File: src/rtl/fenv_pkg.sv
// Shared types and constants for the filter ADSR envelope generator.
// The optional velocity scaling is enabled with the FENV_VELOCITY_EN macro.
package fenv_pkg;

  localparam int unsigned DW     = 16;
  localparam int unsigned SUM_W  = 18;
  localparam int unsigned STEP_W = 17;
  localparam int unsigned VEL_W  = 8;

  localparam logic [DW-1:0] PEAK_LVL = 16'h7FFF;
  localparam logic [DW-1:0] OUT_MAX  = 16'h7FFF;
  localparam logic [DW-1:0] OUT_MIN  = 16'h8000;

  localparam logic signed [SUM_W-1:0] SAT_HI = 18'sh07FFF;
  localparam logic signed [SUM_W-1:0] SAT_LO = 18'sh38000;

  typedef enum logic [2:0] {
    ST_IDLE    = 3'd0,
    ST_ATTACK  = 3'd1,
    ST_DECAY   = 3'd2,
    ST_SUSTAIN = 3'd3,
    ST_RELEASE = 3'd4
  } fenv_state_t;

  // Clamp an 18-bit signed sum to the 16-bit signed cutoff range.
  function automatic logic [DW-1:0] sat16(input logic signed [SUM_W-1:0] x);
    if (x > SAT_HI) begin
      return OUT_MAX;
    end else if (x < SAT_LO) begin
      return OUT_MIN;
    end
    return x[DW-1:0];
  endfunction

endpackage

File: src/rtl/fenv_mod_mac.sv
// Registered cutoff modulation: sat16(base_cutoff + (scaled_level * env_amount) >>> 15).
module fenv_mod_mac
  import fenv_pkg::*;
(
  input  logic          clk,
  input  logic          reset_n,
  input  logic [DW-1:0] scaled_level,
  input  logic [DW-1:0] env_amount,
  input  logic [DW-1:0] base_cutoff,
  output logic [DW-1:0] cutoff_out
);

  logic signed [31:0]      lvl_w;
  logic signed [31:0]      amt_w;
  logic signed [31:0]      prod;
  logic signed [SUM_W-1:0] mod_v;
  logic signed [SUM_W-1:0] sum_v;

  // Level is non-negative, amount is signed Q1.15.
  assign lvl_w = signed'({16'd0, scaled_level});
  assign amt_w = 32'(signed'(env_amount));
  assign prod  = lvl_w * amt_w;
  assign mod_v = 18'(prod >>> 15);
  assign sum_v = 18'(signed'(base_cutoff)) + mod_v;

  always_ff @(posedge clk or negedge reset_n) begin
    if (!reset_n) begin
      cutoff_out <= '0;
    end else begin
      cutoff_out <= sat16(sum_v);
    end
  end

endmodule

File: src/rtl/filter_env_gen.sv
// ADSR envelope stepped on sample_tick, driving a saturated filter cutoff.
// FENV_VELOCITY_EN adds a velocity port that scales the modulation depth.
module filter_env_gen
  import fenv_pkg::*;
(
  input  logic             clk,
  input  logic             reset_n,
  input  logic             sample_tick,
  input  logic             gate,
  input  logic [DW-1:0]    attack_rate,
  input  logic [DW-1:0]    decay_rate,
  input  logic [DW-1:0]    sustain_lvl,
  input  logic [DW-1:0]    release_rate,
  input  logic [DW-1:0]    base_cutoff,
  input  logic [DW-1:0]    env_amount,
`ifdef FENV_VELOCITY_EN
  input  logic [VEL_W-1:0] velocity,
`endif
  output logic [DW-1:0]    env_out,
  output logic [DW-1:0]    cutoff_out,
  output logic             env_active
);

  fenv_state_t              state_q, state_d, seg;
  logic [DW-1:0]            level_q, level_d;
  logic [DW-1:0]            sus_lvl;
  logic [DW-1:0]            scaled_level;
  logic [STEP_W-1:0]        att_sum;
  logic signed [STEP_W-1:0] dec_diff;
  logic signed [STEP_W-1:0] rel_diff;
  logic                     enter_attack;

  assign sus_lvl  = sustain_lvl[DW-1] ? '0 : sustain_lvl;
  assign att_sum  = {1'b0, level_q} + {1'b0, attack_rate};
  assign dec_diff = signed'({1'b0, level_q} - {1'b0, decay_rate});
  assign rel_diff = signed'({1'b0, level_q} - {1'b0, release_rate});

  // Gate priority picks the segment this tick steps in.
  always_comb begin
    seg = state_q;
    unique case (state_q)
      ST_IDLE, ST_RELEASE:            if (gate)  seg = ST_ATTACK;
      ST_ATTACK, ST_DECAY, ST_SUSTAIN: if (!gate) seg = ST_RELEASE;
      default:                        seg = ST_IDLE;
    endcase
  end

  assign enter_attack = sample_tick && (seg == ST_ATTACK) && (state_q != ST_ATTACK);

  // Segment stepping; a zero rate finishes its segment on the same tick.
  always_comb begin
    state_d = state_q;
    level_d = level_q;
    if (sample_tick) begin
      state_d = seg;
      unique case (seg)
        ST_ATTACK: begin
          if ((attack_rate == '0) || (att_sum >= 17'(PEAK_LVL))) begin
            level_d = PEAK_LVL;
            state_d = ST_DECAY;
          end else begin
            level_d = att_sum[DW-1:0];
          end
        end
        ST_DECAY: begin
          if ((decay_rate == '0) || (dec_diff <= signed'({1'b0, sus_lvl}))) begin
            level_d = sus_lvl;
            state_d = ST_SUSTAIN;
          end else begin
            level_d = dec_diff[DW-1:0];
          end
        end
        ST_SUSTAIN: level_d = sus_lvl;
        ST_RELEASE: begin
          if ((release_rate == '0) || (rel_diff <= 17'sd0)) begin
            level_d = '0;
            state_d = ST_IDLE;
          end else begin
            level_d = rel_diff[DW-1:0];
          end
        end
        default: level_d = level_q;
      endcase
    end
  end

  always_ff @(posedge clk or negedge reset_n) begin
    if (!reset_n) begin
      state_q <= ST_IDLE;
      level_q <= '0;
    end else begin
      state_q <= state_d;
      level_q <= level_d;
    end
  end

`ifdef FENV_VELOCITY_EN
  logic [VEL_W-1:0] vel_lat;

  always_ff @(posedge clk or negedge reset_n) begin
    if (!reset_n) begin
      vel_lat <= '0;
    end else if (enter_attack) begin
      vel_lat <= velocity;
    end
  end

  // Velocity 255 gives unity depth; 127 gives half.
  assign scaled_level = 16'((24'(level_q) * 24'({1'b0, vel_lat} + 9'd1)) >> 8);
`else
  logic unused_enter;
  assign unused_enter = enter_attack;
  assign scaled_level = level_q;
`endif

  assign env_out    = level_q;
  assign env_active = (state_q != ST_IDLE);

  fenv_mod_mac u_mac (
    .clk          (clk),
    .reset_n      (reset_n),
    .scaled_level (scaled_level),
    .env_amount   (env_amount),
    .base_cutoff  (base_cutoff),
    .cutoff_out   (cutoff_out)
  );

endmodule

File: config.mk
export PLATFORM = sky130hd
export DESIGN_NAME = filter_env_gen
export DESIGN_NICKNAME = d
export VERILOG_FILES = /design/src/rtl/fenv_pkg.sv /design/src/rtl/fenv_mod_mac.sv /design/src/rtl/filter_env_gen.sv
export SDC_FILE = /design/constraint.sdc
export NUM_CORES = 1
export LEC_CHECK = 0
export BUFFER_PORTS_ARGS = -buffer_cell sky130_fd_sc_hd__buf_2
export CORE_MARGIN = 2
export CORE_UTILIZATION = 54
export CTS_CLUSTER_SIZE = 30
export DETAILED_ROUTE_END_ITERATION = 16
export PLACE_DENSITY = 0.83
export SKIP_LAST_GASP = 1
export SYNTH_ARGS = -nofsm -noshare
export SYNTH_HDL_FRONTEND = slang
export SYNTH_SLANG_ARGS = --single-unit
File: constraint.sdc
create_clock -name clk -period 20.5 [get_ports clk]
set_clock_uncertainty 0.15 [all_clocks]
set_input_delay 3.075 -clock clk [delete_from_list [all_inputs] [get_ports clk]]
set_output_delay 3.075 -clock clk [all_outputs]
set_load 0.01 [all_outputs]
==> results of run 1 <==
kinds of logic after synthesis:
group	Yosys count	synth area share, %
XOR/XNOR	68	4.365
AO/OA/AOI/OAI	279	13.72
AND/OR/NAND/NOR	487	17.81
buffers and inverters	345	9.656
flip-flops	35	6.419
adder cells (fa/ha/maj)	392	46.79
multiplexers	16	1.247
flip-flops by register name, indices dropped and copies added (netlist names):
name and cells:
env_out 16, state_q 3, u_mac.cutoff_out 16
critical path: cells and delay by family:
family,cells,cell delay (ps)
xor+xnor,1,80
buf+inv,5,420
simple gates,9,1740
fa+ha+maj,8,3810
compound gates,9,2160
metrics by stage:
stage	hold slack (ps)	std cells	util [%]	setup slack, ps	cell area, um2
after floorplan	473.9	1622	-	9620	13640
after global routing	577.4	2055	58.99	8574	14730
after global placement	508.6	2046	58.43	9253	14590
after detailed placement	526.4	2046	58.43	8941	14590
after CTS	539.3	2054	58.98	9229	14720
final	553.4	2055	58.99	9223	14730
placed cells by master, fill, tap and decap left out, types with 20 or more instances in the layout:
master	n
inv_1	297
xor2_1	26
fa_1	197
dfrtp_1	35
nand2_1	167
nor2_1	67
and2_1	116
ha_1	195
a21o_1	25
nand3_1	20
xnor2_1	42
nand2b_1	26
nor2b_1	24
o21ai_0	52
buf_2	132
a21oi_1	78
worst max-delay path by stage:
stage,to,slack (ps)
after floorplan,u_mac.cutoff_out[10],9620
after global placement,u_mac.cutoff_out[4],9250
after detailed placement,u_mac.cutoff_out[5],8940
after CTS,u_mac.cutoff_out[5],9230
after global routing,u_mac.cutoff_out[9],8570
final,u_mac.cutoff_out[2],9220
final cells by class:
cell class	count	area, um2	share of cell area (%)
well taps	330	412.9	2.804
clock inverters	1	5.005	0.03398
flip-flops and latches	35	875.8	5.947
multi-input cells	1242	11450	77.76
diodes	1	2.502	0.01699
inverters	298	1119	7.596
clock buffers	7	132.6	0.9006
repair buffers	141	728.2	4.945
routing by layer:
| metal | global-route usage [%] | part of all wire (%) | up-vias |
|---|---|---|---|
| met3 | 3.514 | 7.1 | 135 |
| met5 | 0 | 0.037 | - |
| li1 | - | - | 5504 |
| met4 | 16.25 | 5.7 | 2 |
| met2 | 48.27 | 49 | 479 |
| met1 | 33.24 | 38 | 5811 |
==> reports/results.txt, run 1 <==
Status -> completed
Port Buffer Count -> 132
Actual slew at the worst max-slew pin -> 1040 ps
Post-synth EDFFs -> 0
Vias -> 11,930
Mapped cell area -> 0.01364 mm2
DR vias/cell -> 5.806
Die Span X -> 163.0 um
Hold WC Path Type -> reg2reg
Synth warnings -> 0
Synth top area cells -> fa_1, ha_1, inv_1
Register area share after synthesis -> 6.419%
Fraction of final layout cells sized beyond drive strength 1 -> 10.03%
Fin crit period -> 11,280 ps
Total GRT Usage -> 27.85%
CP Data Required Time -> 20,490 ps
CTS root buf -> clkbuf_16
Hold path start -> state_q[1]
CTS buffer count -> 5
CP max FO -> 16
Max Cap Viol -> 0
Die Area -> 0.02655 mm2
Cell Rows -> 58
DR iter-0 viols -> 836
Sum Neg Setup Slack -> 0 ps
RR Startpoint -> env_out[8]
TritonCTS clock tree -> yes
WS Path Type -> in2reg
Synthesized flop and latch total -> 35
Setup-failing EPs final -> 0
Yosys top cell area share -> 28.90%
RSZ-0062 raised after global routing -> false
Total gr overflow -> 0
Area leader, netlist -> fa_1
Post-CTS setup buffer count -> 0
Relative slew slack -> 30.64%
Hold_buf cts -> 0
Hold Fails Final Rpt -> 0
Slowest CP cell -> fa_1
Bufs on Longest Clock Path -> 2
Initial antenna violation count -> 2
Post-synth top flop -> dfrtp_1
Slew Viols, Final -> 0
Routed WL -> 35.20 mm
Arrival time worst endpoint -> 11,260 ps
Reg2reg end -> u_mac.cutoff_out[2]
Number of global-route vias before repair -> 12,820
GPL Wtd Cong -> 0.9536
Worst hold path depth -> 2
Pin count of the biggest net entering global routing -> 36
Fin crit share -> 55.01%
Cell count after synthesis -> 1,622
CTS Sinks -> 35
# DRC -> 0
R2R depth -> 30
Syn nets -> 2,114
Crit path launch type -> primary input
Max Freq -> 88.68 MHz
DR pass1 iterations -> 7
Count leader, synth -> inv_1
Crit path top cell by count -> fa_1
DR WL/cell -> 17.13 um
IO Pins -> 133
Post-CTS sizing -> 0
ANT nets after route -> 0
Dpl hpwl -> 28.43 mm
Hold endpoint -> state_q[1]
Die height -> 163.0 um
Fill cells -> 2,203
Core area -> 0.02496 mm2
Worst-path clk slew -> 60 ps
Synth-to-Final Area Change -> 7.932%
Setup crit end kind -> flip-flop
R2R setup slack -> 11,250 ps
Max incr delay on CP -> 570 ps
Avg Cell Area, Syn -> 8.412 um2
Distinct cells, synth -> 69
Initial Util -> 54.66%
Synth async-reset ratio -> 100.0%
Worst-Skew Late Latency -> 280 ps
First-pass GRT wire length -> 59.35 mm
CP startpoint -> env_amount[6]
Synth cell count leaders -> inv_1, fa_1, ha_1, nand2_1, and2_1
Nets -> 2,215
H-tree depth -> 2
Power of run 1 is left out: the tool's default activity adds up to more than one toggle a clock period on the data nets, which glitch-free logic cannot reach.
==> inputs of run 2 (changes only) <==
--- a/config.mk
+++ b/config.mk
@@ -10,7 +10,7 @@
 export CORE_UTILIZATION = 54
 export CTS_CLUSTER_SIZE = 30
 export DETAILED_ROUTE_END_ITERATION = 16
-export PLACE_DENSITY = 0.83
+export PLACE_DENSITY = 0.86
 export SKIP_LAST_GASP = 1
 export SYNTH_ARGS = -nofsm -noshare
 export SYNTH_HDL_FRONTEND = slang
==> constraint.sdc (replaced) <==
create_clock -name clk -period 9.05 [get_ports clk]
set_clock_uncertainty 0.15 [all_clocks]
set_input_delay 1.3575 -clock clk [delete_from_list [all_inputs] [get_ports clk]]
set_output_delay 1.3575 -clock clk [all_outputs]
set_load 0.01 [all_outputs]
==> run 2 against run 1 <==
  * Setup slack worse by 9100 ps
  * Sequential share of layout area down 0.30 points
  * First-iteration DRC count up 11%
  * Hold slack about the same
  * Global-route usage up 0.49 points
  * Final cell count up 2.9%
  * Critical path type unchanged
==> reports/results.txt, run 2 (same netlist as run 1, synthesis figures left out) <==
TritonCTS clock tree -> yes
H-tree depth -> 2 (unchanged)
DR WL/cell -> 17.99 um (+5.0%)
Arrival time worst endpoint -> 8930 ps (-2330 ps)
Fraction of final layout cells sized beyond drive strength 1 -> 15.86% (+5.8 points)
Die Area -> 0.02655 mm2 (unchanged)
Fin area -> 0.01552 mm2 (+5.4%)
Number of global-route vias before repair -> 12,670 (-1.2%)
Worst-Skew Late Latency -> 290 ps (about the same)
# DRC -> 0 (unchanged)
Slew Viols, Final -> 0 (unchanged)
Relative slew slack -> 34.77% (+4.1 points)
Actual slew at the worst max-slew pin -> 978.4 ps (-61.91 ps)
Commonest cells after routing, fill and taps aside -> inv_1, fa_1, ha_1
Slowest CP cell -> fa_1
Core area -> 0.02496 mm2 (unchanged)
ANT nets after route -> 0 (unchanged)
CTS Sinks -> 35 (unchanged)
Max Freq -> 111.9 MHz
First-pass GRT wire length -> 59.96 mm (+1.0%)
Max incr delay on CP -> 570 ps (about the same)
Crit path launch type -> primary input
Crit path top cell by count -> fa_1
DR iter-0 viols -> 931 (+11%)
Commonest non-fill, non-tap cell in the layout -> inv_1
CTS buffer count -> 5 (unchanged)
Hold_buf cts -> 0 (unchanged)
Setup crit end kind -> flip-flop
Met2 wire len -> 18.79 mm (+8.5%)
GPL Wtd Cong -> 0.9483 (-0.56%)
Vias -> 12,320 (+3.2%)
CP max FO -> 9 (-7)
Fin crit share -> 98.72%
Max Cap Viol -> 0 (unchanged)
Crit path max-delay family -> adder cells
Pin count of the biggest net entering global routing -> 36 (unchanged)
DR pass1 iterations -> 5 (-2)
Routed WL -> 38.05 mm (+8.1%)
Nets -> 2,275 (+2.7%)
CTS root buf -> clkbuf_16
Bufs on Longest Clock Path -> 2 (unchanged)
CP Data Required Time -> 9040 ps (-11,450 ps)
Top layer in use -> met4
WS Path Type -> in2reg
Fin crit period -> 8934 ps
Worst-path clk slew -> 60 ps (about the same)
Cell Rows -> 58 (unchanged)
WP buf/inv -> 7 (+2)
IO Pins -> 133 (unchanged)
Total GRT Usage -> 28.34% (+0.49 points)
Die Span X -> 163.0 um (unchanged)
Total gr overflow -> 0 (unchanged)
Initial Util -> 54.66% (unchanged)
Hold WC Path Type -> reg2reg
Dpl hpwl -> 30.25 mm (+6.4%)
Die height -> 163.0 um (unchanged)
Fill cells -> 2,046 (-7.1%)
Hold Fails Final Rpt -> 0 (unchanged)
Status -> completed
Port Buffer Count -> 132 (unchanged)
Initial antenna violation count -> 1 (-1)
DR vias/cell -> 5.823 (+0.29%)
Met3 wire length -> 3.050 mm (+22%)
Post-Route M1 WL -> 14.59 mm (+9.3%)
Placed inst area -> 0.01503 mm2 (+3.0%)
Setup-failing EPs final -> 0 (unchanged)
Synth-to-Final Area Change -> 13.75%
## run 2: layout make-up
cell class	count	area [um2]	area share, %
multi-input combinational	1243	11720	75.52
timing repair buffer	200	1250	8.054
inverter	298	1121	7.224
sequential	35	875.8	5.643
tap	330	412.9	2.660
clock buffer	7	132.6	0.8546
clock inverter	1	5.005	0.03225
antenna	1	2.502	0.01612
## run 2: path summary, 6_finish.rpt
| check | start | depth (start not counted) | slack, ps | endpoint |
|---|---|---|---|---|
| setup / recovery | env_amount[7] | 31 | 120 | u_mac.cutoff_out[8] |
| hold / removal | state_q[1] | 2 | 550 | state_q[1] |
| setup reg to reg | env_out[4] | 35 | 500 | u_mac.cutoff_out[8] |
| hold reg to reg | state_q[1] | 2 | 550 | state_q[1] |
| max in group asynchronous | reset_n | 1 | 7190 | env_out[3] |
| min in group asynchronous | reset_n | 1 | 1020 | u_mac.cutoff_out[0] |
## run 2: repair_timing
item                       in CTS  in global routing
setup endpoints to repair      15                 15
gates cloned                    0                  2
setup buffers                   0                  2
resized for setup               1                 85
pin swaps                       0                 40
## run 2: tightest hold or removal path, delay by kind of cell (launching register included)
kind / cells / cell delay, ps
compound gates: 2 / 250
flops: 1 / 420
## run 2: layer usage
metal | up-vias | GRT usage [%]
met5 | - | 0
met4 | 0 | 11.71
met3 | 132 | 3.641
met2 | 566 | 49.56
met1 | 5987 | 35.38
li1 | 5630 | -
## run 2: metrics by stage
step                hold slack, ps  std cells  setup WS (ps)  util, %  setup TNS, ps
finish                       553.5       2115          115.9    62.17              0
global route                 590.0       2115         -222.3    62.17          -2531
CTS                          545.0       2110          3.008    60.77              0
detailed placement           527.2       2102         -312.3    60.21          -4184
global placement             509.7       2102         -86.47    60.21          -1246
floorplan                    473.9       1622          38.18        -              0
Power of run 2 is left out for the same reason.
